**src/rtl/gpio_input_conditioner_if.sv**
```systemverilog
// GPIO bank pad-side bundle: raw pad levels and output enables in,
// conditioned level plus edge pulses out.
interface gpio_input_conditioner_if #(
  parameter int WIDTH = 32
);
  logic [WIDTH-1:0] pins_raw;
  logic [WIDTH-1:0] pins_writeEnable;
  logic [WIDTH-1:0] pins_read;
  logic [WIDTH-1:0] rise;
  logic [WIDTH-1:0] fall;
  logic             changed;

  modport master (output pins_raw, pins_writeEnable,
                  input  pins_read, rise, fall, changed);
  modport slave  (input  pins_raw, pins_writeEnable,
                  output pins_read, rise, fall, changed);
endinterface

```
**src/rtl/gpio_input_conditioner.sv**
```systemverilog
// Per-pin synchroniser + saturating debounce counter with registered rise/fall
// pulses; pins driven by the SoC bypass the debounce so read-back tracks the drive.
module gpio_ic_lane #(
  parameter int   SYNC_STAGES = 2,
  parameter int   CW          = 5,
  parameter int   CNT_MAX     = 15,
  parameter logic RST_V       = 1'b0
) (
  input  logic clk,
  input  logic rst,
  input  logic raw,
  input  logic we,
  output logic read,
  output logic rise,
  output logic fall,
  output logic edge_d
);
  localparam logic [CW-1:0] CMAX = CW'(CNT_MAX);

  logic [SYNC_STAGES-1:0] sync_q, sync_d;
  logic [CW-1:0]          cnt_q, cnt_d;
  logic                   stable_q, stable_d;
  logic                   rise_q, rise_d, fall_q, fall_d;
  logic                   sync_out;

  assign sync_out = sync_q[SYNC_STAGES-1];

  always_comb begin
    sync_d   = {sync_q[SYNC_STAGES-2:0], raw};
    cnt_d    = '0;
    stable_d = stable_q;
    if (we) begin
      stable_d = sync_out;
    end else if (sync_out != stable_q) begin
      // accept on the Nth consecutive mismatch; counter never passes CMAX
      if (cnt_q == CMAX) stable_d = sync_out;
      else               cnt_d    = cnt_q + 1'b1;
    end
    rise_d = stable_d & ~stable_q;
    fall_d = ~stable_d & stable_q;
  end

  always_ff @(posedge clk or posedge rst) begin
    if (rst) begin
      sync_q   <= {SYNC_STAGES{RST_V}};
      cnt_q    <= '0;
      stable_q <= RST_V;
      rise_q   <= 1'b0;
      fall_q   <= 1'b0;
    end else begin
      sync_q   <= sync_d;
      cnt_q    <= cnt_d;
      stable_q <= stable_d;
      rise_q   <= rise_d;
      fall_q   <= fall_d;
    end
  end

  assign read   = stable_q;
  assign rise   = rise_q;
  assign fall   = fall_q;
  assign edge_d = rise_d | fall_d;
endmodule

module gpio_input_conditioner #(
  parameter int               WIDTH           = 32,
  parameter int               SYNC_STAGES     = 2,
  parameter int               DEBOUNCE_CYCLES = 16,
  parameter logic [WIDTH-1:0] RESET_VALUE     = '0
) (
  input  logic                     io_sys_clock,
  input  logic                     io_sys_reset,
  gpio_input_conditioner_if.slave  io
);
  // zero debounce behaves as a single-cycle acceptance
  localparam int DEB_EFF = (DEBOUNCE_CYCLES < 1) ? 1 : DEBOUNCE_CYCLES;
  localparam int CW      = $clog2(DEB_EFF + 1);

  logic [WIDTH-1:0] read_v, rise_v, fall_v, edge_v;
  logic             changed_q, changed_d;

  for (genvar i = 0; i < WIDTH; i++) begin : g_lane
    gpio_ic_lane #(
      .SYNC_STAGES (SYNC_STAGES),
      .CW          (CW),
      .CNT_MAX     (DEB_EFF - 1),
      .RST_V       (RESET_VALUE[i])
    ) u_lane (
      .clk    (io_sys_clock),
      .rst    (io_sys_reset),
      .raw    (io.pins_raw[i]),
      .we     (io.pins_writeEnable[i]),
      .read   (read_v[i]),
      .rise   (rise_v[i]),
      .fall   (fall_v[i]),
      .edge_d (edge_v[i])
    );
  end

  always_comb changed_d = |edge_v;

  always_ff @(posedge io_sys_clock or posedge io_sys_reset) begin
    if (io_sys_reset) changed_q <= 1'b0;
    else              changed_q <= changed_d;
  end

  assign io.pins_read = read_v;
  assign io.rise      = rise_v;
  assign io.fall      = fall_v;
  assign io.changed   = changed_q;
endmodule

```
**src/flat_wrapper.sv**
```systemverilog
// flat-port wrapper written by rule: the top's interface ports become plain ports
module gpio_input_conditioner_flat 
#(
  parameter int               WIDTH           = 32,
  parameter int               SYNC_STAGES     = 2,
  parameter int               DEBOUNCE_CYCLES = 16,
  parameter logic [WIDTH-1:0] RESET_VALUE     = '0
)
  (io_sys_clock, io_sys_reset, io_pins_raw, io_pins_writeEnable, io_pins_read, io_rise, io_fall, io_changed);
  gpio_input_conditioner_if #(.WIDTH(WIDTH)) io_i ();
  input  logic io_sys_clock;
  input  logic io_sys_reset;
  input wire logic [$bits(io_i.pins_raw)-1:0] io_pins_raw;
  input wire logic [$bits(io_i.pins_writeEnable)-1:0] io_pins_writeEnable;
  output wire logic [$bits(io_i.pins_read)-1:0] io_pins_read;
  output wire logic [$bits(io_i.rise)-1:0] io_rise;
  output wire logic [$bits(io_i.fall)-1:0] io_fall;
  output wire logic [$bits(io_i.changed)-1:0] io_changed;
  assign io_i.pins_raw = io_pins_raw;
  assign io_i.pins_writeEnable = io_pins_writeEnable;
  assign io_pins_read = io_i.pins_read;
  assign io_rise = io_i.rise;
  assign io_fall = io_i.fall;
  assign io_changed = io_i.changed;
  gpio_input_conditioner #(.WIDTH(WIDTH), .SYNC_STAGES(SYNC_STAGES), .DEBOUNCE_CYCLES(DEBOUNCE_CYCLES), .RESET_VALUE(RESET_VALUE)) u_core (.io_sys_clock(io_sys_clock), .io_sys_reset(io_sys_reset), .io(io_i));
endmodule
```
**config.mk**
```make
export PLATFORM = sky130hd
export DESIGN_NAME = gpio_input_conditioner_flat
export DESIGN_NICKNAME = d
export VERILOG_FILES = /design/src/rtl/gpio_input_conditioner_if.sv /design/src/rtl/gpio_input_conditioner.sv /design/src/flat_wrapper.sv
export SDC_FILE = /design/constraint.sdc
export NUM_CORES = 1
export LEC_CHECK = 0
export CAP_MARGIN = 20
export CORE_MARGIN = 2
export CORE_UTILIZATION = 59
export CTS_BUF_LIST = sky130_fd_sc_hd__clkbuf_4
export DETAILED_ROUTE_END_ITERATION = 12
export PLACE_DENSITY = 0.84
export SETUP_SLACK_MARGIN = 0.5
export SYNTH_ARGS = -nofsm -noshare
export SYNTH_HDL_FRONTEND = slang
export SYNTH_SLANG_ARGS = --single-unit
```
**constraint.sdc**
```tcl
create_clock -name io_sys_clock -period 28.6 [get_ports io_sys_clock]
set_input_delay 5.72 -clock io_sys_clock [delete_from_list [all_inputs] [get_ports io_sys_clock]]
set_output_delay 5.72 -clock io_sys_clock [all_outputs]
set_load 0.05 [all_outputs]
```
==> results of run 1 <==
[registers in the layout, summed over array words and instances (netlist names)]
signal                       cells
u_core.g_lane.u_lane.cnt_q     160
u_core.g_lane.u_lane.rise       32
u_core.g_lane.u_lane.fall       32
u_core.io.changed                1
u_core.g_lane.u_lane.sync_q     64
u_core.g_lane.u_lane.read       32
[power by group]
part | switching, W | internal, W
combinational | 0.0000979 | 0.0000587
sequential | 0.0000195 | 0.000480
clock | 0.000176 | 0.000224
total | 0.000293 | 0.000763
[cells by family after synthesis]
kind of cell / Yosys count
flops: 321
mux: 64
xor+xnor: 96
buf+inv: 184
fa+ha+maj: 96
simple gates: 235
compound gates: 64
[Yosys cell counts]
cell type and count:
nand3_1 37, nor4_1 25, nand2_1 1, a21oi_1 1
xor2_1 50, mux2i_1 32, nand3_2 4, o21a_1 9
nor2_1 87, dfrtp_1 321, ha_1 96, o211ai_1 9
a211o_1 23, and3_1 37, and4_1 9, buf_4 96
xnor2_1 46, mux2_4 5, nand4_1 8, inv_1 88
a21oi_2 22, nor3_1 23, and3_4 4, mux2_2 27
[placed cells by master, fill, tap and decap left out, drive strengths merged]
master	instances
clkinv	16
ha	96
nand2	1
mux2	32
clkdlybuf4s50	162
nor2	87
buf	5
nor4	25
dfrtp	321
o211ai	9
clkbuf	118
and3	41
mux2i	32
nand3	41
and4	9
xor2	50
nand4	8
diode	2
a21oi	23
o21a	9
a211o	23
xnor2	46
inv	89
bufinv	4
nor3	23
[metrics by stage]
| step | std cells | total power (W) |
|---|---|---|
| 2_1_floorplan | 1060 | 0.000626 |
| 3_3_place_gp | 1413 | 0.000660 |
| 3_5_place_dp | 1413 | 0.000665 |
| 4_1_cts | 1552 | 0.00107 |
| 5_1_grt | 1557 | 0.00111 |
| 6_report | 1557 | 0.00106 |
[worst max path at each step]
stage                                       startpoint                                    endpoint  slack (ps)  cells after the start
5_1_grt         u_core.g_lane[0].u_lane.read$_DFF_PP0_                             io_pins_read[0]       20780                      1
2_1_floorplan                             io_sys_reset  u_core.g_lane[0].u_lane.cnt_q[0]$_DFF_PP0_       14000                      1
4_1_cts         u_core.g_lane[0].u_lane.read$_DFF_PP0_                             io_pins_read[0]       20810                      1
3_5_place_dp                              io_sys_reset     u_core.g_lane[24].u_lane.read$_DFF_PP0_       20420                      3
3_3_place_gp                              io_sys_reset     u_core.g_lane[24].u_lane.fall$_DFF_PP0_       20440                      3
6_report       u_core.g_lane[30].u_lane.read$_DFF_PP0_                            io_pins_read[30]       20890                      1
[metal layers]
metal	global-route usage [%]	vias to the layer above	part of all wire, %
li1	-	3818	-
met1	24.0	3825	42
met2	31.9	180	49
met3	5.89	46	5.9
met4	8.61	0	2.5
met5	0	-	0
[area by class of cell]
class | count | area [um^2]
Antenna cell | 2 | 5.00
Sequential cell | 321 | 8030
Timing Repair Buffer | 167 | 1720
Tap cell | 285 | 357
Clock buffer | 118 | 886
Inverter | 88 | 338
Clock inverter | 21 | 185
Multi-Input combinational cell | 555 | 4510
Fill cell | 1543 | 6610
==> flow_summary.json, run 1 <==
{
  "gp_congestion": 0.768,
  "synth.avg_cell_area_um2": 12.8,
  "reg2reg_depth": 8,
  "finalCritPeriodShare_pct": 27.0,
  "synthDistinctLibCells": 24,
  "grt_usage_pct": 19.5,
  "yosys.area_share.simple_pct": 9.07,
  "vdd_drop_max_v": 0.0000399,
  "max_cap_viol_count": 0,
  "crit_slowest_cell": "clkdlybuf4s50_1",
  "timing.critical_path.buf_inv": 1,
  "leakage_nw": 7.82,
  "pin_count": 163,
  "synth_top_family_by_area": "simple AND/OR/NAND/NOR gates",
  "die_w_um": 156,
  "core_area_um2": 22600,
  "hp-class": "reg -> reg",
  "hold_slack_ps": 336,
  "cts_buffer_depth": 3,
  "pre_cts_slack_ps": 20420,
  "num_vias": 7869,
  "drive_gt1_share_pct": 15.1,
  "synth_cells": 1060,
  "first_global_vias": 8229,
  "grt_max_degree": 155,
  "skew_ps": 46.4,
  "synth-compound-area-share_pct": 3.93,
  "cp_max_fo": 6,
  "path_cells": "clkdlybuf4s50_1",
  "wire_per_inst_um": 14.5,
  "crit_arrival_ps": 1990,
  "reg2reg_from": "u_core.g_lane[2].u_lane.cnt_q[0]$_DFF_PP0_",
  "cp-start-kind": "flip-flop",
  "synth-adder-area-share_pct": 8.84,
  "drt_wl_total_um": 22600,
  "synthXorXnorAreaFrac_pct": 6.19,
  "yosysWarningCount": 0,
  "status": "finished clean",
  "start_util_pct": 60.0,
  "crit_type": "reg -> out",
  "cts_tree": "done",
  "drc_errors": 0,
  "synth_top_area_share_pct": 59.1,
  "clkTransAtPathRegs_ps": 70,
  "syn_to_final_growth_pct": 17.9,
  "powerDensity_nw_per_um2": 65.9,
  "drtPass1Iterations": 4,
  "clk_latency_ps": 660,
  "htree_levels": 3,
  "syn_nets": 1222,
  "hold_viol": 0,
  "holdPathStages": 0,
  "ctsHoldBuffers": 0,
  "antenna_found_initial": 1,
  "r2r-end": "u_core.io.changed$_DFF_PP0_",
  "cts_resized": 0,
  "relSlewSlack_pct": 61.4,
  "design_area_um2": 16000,
  "finalSetupTns_ps": 0,
  "die_h_um": 156,
  "fp.dieArea_um2": 24300,
  "required_ps": 22880,
  "drt_iter0_drc": 231,
  "cts_made_buffers": 81,
  "fin_nets": 1376,
  "placementRows": 55,
  "synth_area_um2": 13600,
  "end_kind": "primary output",
  "viasPerCell": 5.05,
  "hp-start": "u_core.g_lane[19].u_lane.sync_q[0]$_DFF_PP0_",
  "hold_path_end": "u_core.g_lane[19].u_lane.sync_q[1]$_DFF_PP0_",
  "fin_crit_ps": 7710,
  "dp_hpwl_um": 15300,
  "fmax_mhz": 130,
  "rrSetupSlack_ps": 25890,
  "crit_family": "buffers and inverters",
  "ant_nets": 0,
  "setup_viol": 0,
  "post-cts-setup-buffers": 0,
  "portBuffers": 162,
  "synth_top_area_cell": "dfrtp_1",
  "ys_seq_area_share_pct": 59.1,
  "cpPeakStageDelay_ps": 880,
  "yosys-top-cells-area": "dfrtp_1, ha_1, buf_4",
  "overflow": 0,
  "synthMuxAreaShare_pct": 5.15,
  "final_core_util_pct": 70.8,
  "rsz0062_at_grt": "false",
  "cts-root-buf": "clkbuf_4",
  "worst_slew_pin_slew_ps": 578,
  "place_area_um2": 14900,
  "slew_viol_final": 0,
  "cts.sinks": 321,
  "finalWorstSetupSlack_ps": 20890,
  "ys_seq_elements": 321,
  "grt_pass1_wl_um": 37700
}
Note: power is estimated with default switching activity, not from simulation.
==> run 2, diff against run 1 <==
--- a/config.mk
+++ b/config.mk
@@ -7,10 +7,10 @@
 export LEC_CHECK = 0
 export CAP_MARGIN = 20
 export CORE_MARGIN = 2
-export CORE_UTILIZATION = 59
+export CORE_UTILIZATION = 52
 export CTS_BUF_LIST = sky130_fd_sc_hd__clkbuf_4
 export DETAILED_ROUTE_END_ITERATION = 12
-export PLACE_DENSITY = 0.84
+export PLACE_DENSITY = 0.78
 export SETUP_SLACK_MARGIN = 0.5
 export SYNTH_ARGS = -nofsm -noshare
 export SYNTH_HDL_FRONTEND = slang
==> constraint.sdc (replaced) <==
create_clock -name io_sys_clock -period 6.55 [get_ports io_sys_clock]
set_input_delay 1.31 -clock io_sys_clock [delete_from_list [all_inputs] [get_ports io_sys_clock]]
set_output_delay 1.31 -clock io_sys_clock [all_outputs]
set_load 0.05 [all_outputs]
==> run 2 against run 1 <==
Combinational power grew to 4.3 times the previous value. Critical path depth is the same. Via count is essentially flat. Wire length shrank 2.2%. Power grew to 4.3 times the previous value. Clock power grew to 4.3 times the previous value. Clock-buffer cell count grew 9. Sequential cell count is the same. Clock skew shrank 9.6 ps. Die area grew 13%. Critical path type unchanged. Largest power group unchanged. Highest routed layer unchanged.
==> flow_summary.json, run 2 (synthesis results as in run 1) <==
{
  "status": "finished clean",
  "reg2reg_depth": 8,
  "cts-root-buf": "clkbuf_4",
  "power.share.clock_pct": 37.7,
  "fillCellCount": 2108,
  "seqPwrFrac_pct": 47.6,
  "crit_type": "reg -> out",
  "swShare_pct": 27.8,
  "rrSetupSlack_ps": 3780,
  "relSlewSlack_pct": 40.1,
  "first_global_vias": 8197,
  "slew_viol_final": 0,
  "syn_to_final_growth_pct": 18.1,
  "cts_made_buffers": 87,
  "htree_levels": 3,
  "end_kind": "primary output",
  "required_ps": 5240,
  "drc_errors": 0,
  "wire_per_inst_um": 13.7,
  "drt_wl_total_um": 22100,
  "post-cts-setup-buffers": 0,
  "gp_congestion": 0.773,
  "fin_nets": 1380,
  "cts_buffer_depth": 3,
  "ctsHoldBuffers": 0,
  "ant_nets": 0,
  "cts_tree": "done",
  "pin_count": 163,
  "finalSetupTns_ps": 0,
  "crit_family": "buffers and inverters",
  "top_register": "u_core.g_lane.u_lane.cnt_q",
  "leakage_nw": 7.80,
  "cts.sinks": 321,
  "dp_hpwl_um": 15300,
  "hold_viol": 0,
  "fin_crit_ps": 3280,
  "multi_input_area_um2": 4510,
  "intPower_w": 0.00331,
  "powerDensity_nw_per_um2": 286,
  "final_cell_mix": "dfrtp_1, clkdlybuf4s50_1, clkbuf_4, ha_1",
  "skew_ps": 36.8,
  "cp-start-kind": "flip-flop",
  "hp-class": "reg -> reg",
  "cpPeakStageDelay_ps": 900,
  "crit_slowest_cell": "clkdlybuf4s50_1",
  "max_cap_viol_count": 0,
  "fmax_mhz": 305,
  "setup_viol": 0,
  "final_common_cell": "dfrtp_1",
  "overflow": 0,
  "core_area_um2": 25800,
  "top_regs": "u_core.g_lane.u_lane.cnt_q (160), u_core.g_lane.u_lane.sync_q (64)",
  "placementRows": 59,
  "instances_no_fill": 1615,
  "switching_power_w": 0.00127,
  "placed_cells": 1464,
  "drive_gt1_share_pct": 15.3,
  "fp.dieArea_um2": 27400,
  "hold_slack_ps": 342,
  "crit_arrival_ps": 1970,
  "cts_resized": 0,
  "p_comb_share_pct": 14.7,
  "cp_max_fo": 6,
  "holdPathStages": 0,
  "die_h_um": 166,
  "timing.critical_path.buf_inv": 1,
  "worst_slew_pin_slew_ps": 899,
  "register_area_um2": 8030,
  "num_vias": 7862,
  "die_w_um": 166,
  "path_cells": "clkdlybuf4s50_1",
  "grt_usage_pct": 16.6,
  "antenna_found_initial": 1,
  "portBuffers": 162,
  "vdd_drop_max_v": 0.000186,
  "clk_latency_ps": 650,
  "finalCritPeriodShare_pct": 50.1,
  "drtPass1Iterations": 4,
  "start_util_pct": 52.6,
  "viasPerCell": 4.87,
  "path_depth": 1,
  "rsz0062_at_grt": "false",
  "place_area_um2": 15000,
  "design_area_um2": 16000,
  "drt_iter0_drc": 247,
  "grt_pass1_wl_um": 37800,
  "largest_register_ffs": 160,
  "clkTransAtPathRegs_ps": 70,
  "grt_max_degree": 146
}
run 2: worst paths after layout:
path	startpoint	endpoint
max	u_core.g_lane[9].u_lane.read$_DFF_PP0_	io_pins_read[9]
min	u_core.g_lane[6].u_lane.sync_q[0]$_DFF_PP0_	u_core.g_lane[6].u_lane.sync_q[1]$_DFF_PP0_
max reg2reg	u_core.g_lane[11].u_lane.cnt_q[0]$_DFF_PP0_	u_core.io.changed$_DFF_PP0_
min reg2reg	u_core.g_lane[6].u_lane.sync_q[0]$_DFF_PP0_	u_core.g_lane[6].u_lane.sync_q[1]$_DFF_PP0_
max in group asynchronous	io_sys_reset	u_core.g_lane[13].u_lane.cnt_q[3]$_DFF_PP0_
min in group asynchronous	io_sys_reset	u_core.g_lane[11].u_lane.sync_q[0]$_DFF_PP0_
run 2: cell type report:
type | instances | share of cell area (%)
Tap cell | 335 | 2.61
Clock inverter | 23 | 0.873
Multi-Input combinational cell | 555 | 28.1
Antenna cell | 1 | 0.0156
Clock buffer | 127 | 5.94
Sequential cell | 321 | 50.1
Inverter | 88 | 2.08
Timing Repair Buffer | 165 | 10.3
run 2: metal layers:
layer	GRT usage, %	vias up	part of all wire, %
li1	-	3857	-
met3	5.57	32	6.1
met4	5.78	0	1.7
met5	0	-	0
met1	21.2	3793	44
met2	26.7	180	48
run 2: through the flow:
step                      power [W]  utilization, %  setup WS (ps)
final                       0.00458            62.1           3270
after global routing        0.00487            62.1           3100
after CTS                   0.00468            62.1           3170
after detailed placement    0.00290            57.9           2830
after global placement      0.00288            57.9           2860
after floorplan             0.00273               -            959
run 2: power by group through the flow:
stage                     clock [W]  sequential [W]  combinational [W]
after floorplan                   0         0.00220           0.000536
after global placement            0         0.00221           0.000671
after detailed placement          0         0.00222           0.000681
after CTS                   0.00181         0.00218           0.000685
after global routing        0.00193         0.00220           0.000735
final                       0.00173         0.00218           0.000673
==> run 3, diff against run 2 <==
--- a/config.mk
+++ b/config.mk
@@ -7,10 +7,10 @@
 export LEC_CHECK = 0
 export CAP_MARGIN = 20
 export CORE_MARGIN = 2
-export CORE_UTILIZATION = 52
+export CORE_UTILIZATION = 58
 export CTS_BUF_LIST = sky130_fd_sc_hd__clkbuf_4
 export DETAILED_ROUTE_END_ITERATION = 12
-export PLACE_DENSITY = 0.78
+export PLACE_DENSITY = 0.82
 export SETUP_SLACK_MARGIN = 0.5
 export SYNTH_ARGS = -nofsm -noshare
 export SYNTH_HDL_FRONTEND = slang
==> constraint.sdc (replaced) <==
create_clock -name io_sys_clock -period 3.4 [get_ports io_sys_clock]
set_input_delay 0.68 -clock io_sys_clock [delete_from_list [all_inputs] [get_ports io_sys_clock]]
set_output_delay 0.68 -clock io_sys_clock [all_outputs]
set_load 0.05 [all_outputs]
==> run 3 against run 2 <==
Clock-buffer cell count down 5. Final area rose by 0.14%. Register-to-register slack worse by 3100 ps. Combinational power rose by 93%. Worst hold slack got worse by 3.1 ps. First-iteration DRC count up 33%. Sequential share of layout area shrank 0.070 points. Critical endpoint is now u_core.io.changed$_DFF_PP0_. Critical path depth grew 7. Core utilization increased by 7.0 points. Worst setup slack lost 2600 ps. Clock skew decreased by 15 ps. Clock power grew 94%.
==> flow_summary.json, run 3 (synthesis results as in run 1) <==
{
  "status": "finished clean",
  "skew_ps": 22.2,
  "cts.sinks": 321,
  "final_cell_mix": "dfrtp_1, clkdlybuf4s50_1, clkbuf_4, ha_1",
  "top_register": "u_core.g_lane.u_lane.cnt_q",
  "rsz0062_at_grt": "false",
  "fillCellCount": 1714,
  "fin_nets": 1378,
  "top_regs": "u_core.g_lane.u_lane.cnt_q (160), u_core.g_lane.u_lane.sync_q (64)",
  "portBuffers": 162,
  "switching_power_w": 0.00246,
  "gp_congestion": 0.762,
  "powerDensity_nw_per_um2": 551,
  "instances_no_fill": 1597,
  "crit_type": "reg -> reg",
  "largest_register_ffs": 160,
  "die_w_um": 157,
  "crit_slowest_cell": "nor4_1",
  "overflow": 0,
  "placed_cells": 1449,
  "relSlewSlack_pct": 55.1,
  "start_util_pct": 58.4,
  "clkTransAtPathRegs_ps": 60,
  "end_kind": "flip-flop",
  "power.share.clock_pct": 37.9,
  "fin_crit_ps": 2720,
  "cp-start-kind": "flip-flop",
  "seqPwrFrac_pct": 47.4,
  "leakage_nw": 7.82,
  "ant_nets": 0,
  "drc_errors": 0,
  "finalCritPeriodShare_pct": 79.9,
  "htree_levels": 3,
  "drt_wl_total_um": 21700,
  "syn_to_final_growth_pct": 18.2,
  "finalSetupTns_ps": 0,
  "p_comb_share_pct": 14.7,
  "cts-root-buf": "clkbuf_4",
  "reg2reg_from": "u_core.g_lane[11].u_lane.cnt_q[0]$_DFF_PP0_",
  "cts_buffer_depth": 3,
  "grt_max_degree": 107,
  "wire_per_inst_um": 13.6,
  "post-cts-setup-buffers": 0,
  "swShare_pct": 27.8,
  "cts_made_buffers": 84,
  "antenna_found_initial": 2,
  "cts_tree": "done",
  "setup_viol": 0,
  "viasPerCell": 4.96,
  "worst_slew_pin_slew_ps": 667,
  "ctsHoldBuffers": 0,
  "cpPeakStageDelay_ps": 630,
  "dp_hpwl_um": 15000,
  "clk_latency_ps": 660,
  "crit_start": "u_core.g_lane[11].u_lane.cnt_q[0]$_DFF_PP0_",
  "intPower_w": 0.00640,
  "slew_viol_final": 0,
  "grt_pass1_wl_um": 36800,
  "cts_resized": 0,
  "final_common_cell": "dfrtp_1",
  "fp.dieArea_um2": 24700,
  "final_core_util_pct": 69.1,
  "first_global_vias": 8203,
  "pin_count": 163,
  "grt_usage_pct": 18.6,
  "crit_top_cell": "ha_1",
  "rrSetupSlack_ps": 680,
  "fmax_mhz": 368,
  "hp-class": "reg -> reg",
  "drt_iter0_drc": 329,
  "vdd_drop_max_v": 0.000336,
  "core_area_um2": 23300,
  "hold_viol": 0,
  "hp-start": "u_core.g_lane[31].u_lane.sync_q[0]$_DFF_PP0_",
  "die_h_um": 157,
  "drtPass1Iterations": 4,
  "path_cells": "ha_1 -> and3_1 -> a21oi_2 -> mux2_2 -> ha_1 -> nand4_1 -> nor4_1 -> nand2_1",
  "crit_arrival_ps": 3230,
  "num_vias": 7918,
  "cp_max_fo": 3,
  "drive_gt1_share_pct": 15.4,
  "max_cap_viol_count": 0,
  "required_ps": 3910,
  "placementRows": 56
}
==> run 3: cell count changes in the layout (fill, tap and decap cells not counted) <==
cell / before / now
bufinv_16: 2 / 3
buf_12: 1 / 4
buf_4: 2 / 0
clkbuf_4: 127 / 122
diode_2: 1 / 2
clkinv_1: 20 / 17
clkinv_2: 1 / 3
inv_2: 0 / 1
==> run 3: path summary, 6_finish.rpt <==
kind                                                                end  depth (start not counted)
max in group asynchronous   u_core.g_lane[24].u_lane.cnt_q[0]$_DFF_PP0_                          3
max                                         u_core.io.changed$_DFF_PP0_                          8
min                        u_core.g_lane[31].u_lane.sync_q[1]$_DFF_PP0_                          0
max reg2reg                                 u_core.io.changed$_DFF_PP0_                          8
min in group asynchronous  u_core.g_lane[16].u_lane.sync_q[1]$_DFF_PP0_                          2
min reg2reg                u_core.g_lane[31].u_lane.sync_q[1]$_DFF_PP0_                          0
==> run 3: routing by layer <==
layer / routed length [um] / global-route usage [%]
met5: 13 / 0
met1: 9410 / 23.3
met2: 10300 / 29.5
met3: 1440 / 6.25
met4: 551 / 7.97
==> run 3: cell type report <==
cell class                      instances  area, um^2  area share [%]
Antenna cell                            2        5.00          0.0311
Inverter                               88         334            2.08
Clock inverter                         24         173            1.07
Timing Repair Buffer                  166        1700            10.6
Multi-Input combinational cell        555        4510            28.1
Clock buffer                          122         916            5.70
Sequential cell                       321        8030            50.0
Tap cell                              319         399            2.48
==> run 3: through the flow <==
| step | worst slack, ps | total power [W] | hold slack (ps) | cell area [um^2] |
|---|---|---|---|---|
| final | 682 | 0.00886 | 339 | 16100 |
| after global routing | 533 | 0.00939 | 347 | 16100 |
| after CTS | 643 | 0.00904 | 341 | 16100 |
| after detailed placement | 342 | 0.00559 | 335 | 15000 |
| after global placement | 361 | 0.00556 | 332 | 15000 |
| after floorplan | -1560 | 0.00527 | 331 | 13600 |
==> run 3: power by group through the flow <==
stage / Combinational [W] / Clock [W] / Sequential [W]
floorplan: 0.00103 / 0 / 0.00424
global placement: 0.00129 / 0 / 0.00427
detailed placement: 0.00132 / 0 / 0.00427
CTS: 0.00133 / 0.00351 / 0.00421
global route: 0.00142 / 0.00373 / 0.00423
finish: 0.00130 / 0.00335 / 0.00420
==> run 3: critical path, delay by kind of cell, from the launching register on <==
family	cells	cell delay [ps]
mux	1	370
simple gates	4	1090
flops	1	400
fa+ha+maj	2	530
compound gates	1	190
==> RTL change 1 (flow settings as in run 3) <==
`DEBOUNCE_CYCLES` is set to 16 in 2 places; all go to 32.
--- a/src/rtl/gpio_input_conditioner.sv
+++ b/src/rtl/gpio_input_conditioner.sv
@@ -67,3 +67,3 @@
   parameter int               SYNC_STAGES     = 2,
-  parameter int               DEBOUNCE_CYCLES = 16,
+  parameter int               DEBOUNCE_CYCLES = 32,
   parameter logic [WIDTH-1:0] RESET_VALUE     = '0
--- a/src/flat_wrapper.sv
+++ b/src/flat_wrapper.sv
@@ -5,3 +5,3 @@
   parameter int               SYNC_STAGES     = 2,
-  parameter int               DEBOUNCE_CYCLES = 16,
+  parameter int               DEBOUNCE_CYCLES = 32,
   parameter logic [WIDTH-1:0] RESET_VALUE     = '0
Function: same outputs for any inputs over 4 cycles, from zero or initial values and one cycle with io_sys_reset high; that may be too few to reach the edited logic, so the function may still have changed.
==> RTL change 1 against run 3 <==
Synthesized cell count increased by 22%. Power grew 6.8%. Design area up 12%. Critical path depth shrank 7. Utilization fell by 0.11 points. Final cell count rose by 17%. Count of clock-buffer cells in the layout up 10. Routed wire length is 20% higher. Sequential cell count up 32. Area after synthesis rose by 13%. Setup slack gained 0.0067 ns. First-iteration DRC count grew 25%. Critical endpoint is now io_pins_read[25]. Largest cell class unchanged. Largest power group unchanged.
==> RTL change 1: results (changes against run 3) <==
status: "finished clean"
synth_cell_types: 23  # -4.2%
cts_made_buffers: 92  # +9.5%
dp_cells: 1701  # +17%
vias_per_cell: 5.17  # +4.2%
grt_pass1_wl_um: 45300  # +23%
antenna_found_initial: 1  # -1
startpoint: "u_core.g_lane[25].u_lane.read$_DFF_PP0_"
synth_common_cells: "dfrtp_1, nor2_1, buf_4, ha_1, xor2_1"
endpoint: "io_pins_read[25]"
slowest_stage: "clkdlybuf4s50_1"
clock_area_frac: 0.0645  # -0.00320
dp_hpwl_um: 18100  # +20%
worstPathMaxFanout: 6  # +3
ff2ff_setup_slack_ns: 0.84  # +0.16 ns
drive_gt1_frac: 0.131  # -0.0228
clkbuf_count: 132  # +8.2%
inv_count: 78  # -11%
seq_power_mw: 4.59  # +9.3%
synth_fp_nets: 1455  # +19%
multi_input_area_mm2: 0.00554  # +23%
swShare: 0.283  # +0.00566
flops_and_latches: 353  # +10%
grt_pass1_vias: 10100  # +23%
crit_family: "buffers and inverters"
reg_top3: "u_core.g_lane.u_lane.cnt_q (192), u_core.g_lane.u_lane.sync_q (64)"
-- RTL change 1: per-stage QoR --
step / area [µm²] / power, mW / setup WS [ns]
2_1_floorplan: 15400 / 5.67 / -2.01
3_3_place_gp: 16800 / 5.97 / 0.305
3_5_place_dp: 16800 / 6.00 / 0.254
4_1_cts: 18000 / 9.63 / 0.613
5_1_grt: 18000 / 9.97 / 0.563
6_report: 18000 / 9.46 / 0.689
-- RTL change 1: cells by family (layout without fill, tap and decap cells) --
family,Yosys count,count (layout),share of synthesized area
xor gates and xnor gates,128,128,0.0729
DFF,353,353,0.574
other,0,1,0
muxes,64,64,0.0474
and+or+nand+nor,350,350,0.110
buffers and inverters,174,410,0.0659
AOI/OAI and AO/OA,128,128,0.0511
adders and majority gates,96,96,0.0781
-- RTL change 1: layer usage --
layer,wire length [µm],vias up,GRT usage
met5,0,-,0
met2,12700,209,0.318
met3,1450,48,0.0547
li1,-,4690,-
met1,11300,4692,0.250
met4,538,0,0.0720
==> RTL change 2 (settings of run 3) <==
Made on the original files. Reset style: synchronous (`io_sys_reset` and `rst`), changed in 2 clocked blocks.
--- a/src/rtl/gpio_input_conditioner.sv
+++ b/src/rtl/gpio_input_conditioner.sv
@@ -42,3 +42,3 @@
 
-  always_ff @(posedge clk or posedge rst) begin
+  always_ff @(posedge clk) begin
     if (rst) begin
@@ -101,3 +101,3 @@
 
-  always_ff @(posedge io_sys_clock or posedge io_sys_reset) begin
+  always_ff @(posedge io_sys_clock) begin
     if (io_sys_reset) changed_q <= 1'b0;
Function: differs if io_sys_reset is asserted again (counterexample within 4 cycles, from zero or initial values and one cycle with io_sys_reset high); with io_sys_reset held inactive, the same outputs for 4 cycles.
==> RTL change 2 against run 3 <==
Area after synthesis is 4.2% lower. Critical endpoint is now io_pins_read[23]. Routed wire length decreased by 4.2%. Sequential cell count unchanged. Die area down 4.1%. Setup slack improved by 0.073 ns. Fmax is 2.8% higher. Final cell count increased by 10%. Design area fell by 4.5%.
Power is not compared: it rests on default switching activity, and its combinational part moved more than twofold at a synthesized area within 25%.
==> RTL change 2: results (changes against run 3) <==
synth_fp_nets: 1475  # +21%
holdPathEnd: "u_core.g_lane[3].u_lane.read$_SDFF_PP0_"
rr_worst_depth: 10  # +2
hp-class: "in2reg"
synth_cell_types: 19  # -21%
top_layer: "met4"
crit_arrival_ns: 1.96  # -1.27 ns
grt_max_degree: 59  # -45%
relSlewSlack: 0.610  # +0.0593
grt_pass1_wl_um: 35200  # -4.5%
whs_ns: 0.403  # +0.0644 ns
cts_made_buffers: 81  # -3.6%
r2r-end: "u_core.io.changed$_SDFF_PP0_"
worstPathMaxFanout: 5  # +2
fin_skew_ns: 0.0316  # +0.00939 ns
finalNetCount: 1607  # +17%
slowest_stage: "clkdlybuf4s50_1"
wl_met2_um: 10300  # -0.61%
yosysSeqAreaShare: 0.494  # -0.0975
drive_gt1_frac: 0.105  # -0.0485
grt.total_usage: 0.181  # -0.00430
synth.area.top_cells: "dfxtp_1, ha_1, nor2_1"
min_delay_path_depth: 2  # +2
synth_common_cells: "dfxtp_1, nor2_1, ha_1, inv_1, nor2b_1"
place.gp.congestion: 0.733  # -3.8%
ff2ff_setup_slack_ns: 0.77  # +0.09 ns
dr.first_iter.drc_count: 207  # -37%
crit_family: "buffers and inverters"
startpoint: "u_core.g_lane[23].u_lane.read$_SDFF_PP0_"
m1WireLength_um: 9070  # -3.7%
slowest_delay_ns: 0.89  # +0.26 ns
routedWlPerCell_um: 11.9  # -13%
place_ws_ns: 0.510  # +0.167 ns
antenna_found_initial: 2  # unchanged
grt_pass1_vias: 8038  # -2.0%
hold_start: "io_sys_reset"
layout_min_cycle_time_ns: 2.64  # -0.0731 ns
vias_per_cell: 4.56  # -8.0%
status: "finished clean"
async_reset_ff_frac: 0  # -1.00
insertion_delay_ns: 0.66  # about the same
r2r-start: "u_core.g_lane[21].u_lane.cnt_q[0]$_SDFF_PP0_"
RTL change 2: changes by cell type after synthesis, moves of 16 or more:
cell,run 3,this run
a211o_1,23,0
a21oi_2,22,0
dfrtp_1,321,0
dfxtp_1,0,321
ha_1,96,128
inv_1,88,128
mux2_2,27,0
nand3b_1,0,16
nand3b_4,0,16
nor2_1,87,224
nor2b_1,0,128
nor3_1,23,0
nor4_1,25,2
RTL change 2: kinds of logic after synthesis:
group,count (synthesis),share of synthesized area
AND/OR/NAND/NOR,458,0.192
flip-flops,321,0.494
buffers and inverters,245,0.102
adder cells (fa/ha/maj),128,0.123
XOR/XNOR,96,0.0646
multiplexers,32,0.0246
AO/OA/AOI/OAI,1,0.000384
RTL change 2: through the flow:
step,instances,utilization
floorplan,1281,-
global placement,1610,0.647
detailed placement,1610,0.647
CTS,1755,0.699
global route,1756,0.699
finish,1756,0.699
RTL change 2: metal layers:
| layer | global-route usage | vias up |
|---|---|---|
| li1 | - | 4216 |
| met2 | 0.320 | 154 |
| met4 | 0.0819 | 0 |
| met3 | 0.0474 | 42 |
| met5 | 0 | - |
| met1 | 0.206 | 3600 |
RTL change 2: area by class of cell:
class | count | area [µm²]
repair buffers | 166 | 1680
clock buffers | 125 | 938
well taps | 280 | 350
clock inverters | 20 | 193
fillers | 1659 | 6620
multi-input cells | 715 | 5270
flip-flops and latches | 321 | 6430
diodes | 1 | 2.50
inverters | 128 | 480
RTL change 2: power groups by stage:
stage	clock network [mW]	registers [mW]	logic, mW
final	3.44	3.87	0.472
after global placement	0	3.95	0.469
after floorplan	0	3.95	0.325
after detailed placement	0	3.95	0.476
after CTS	3.57	3.87	0.479
after global routing	3.77	3.88	0.513
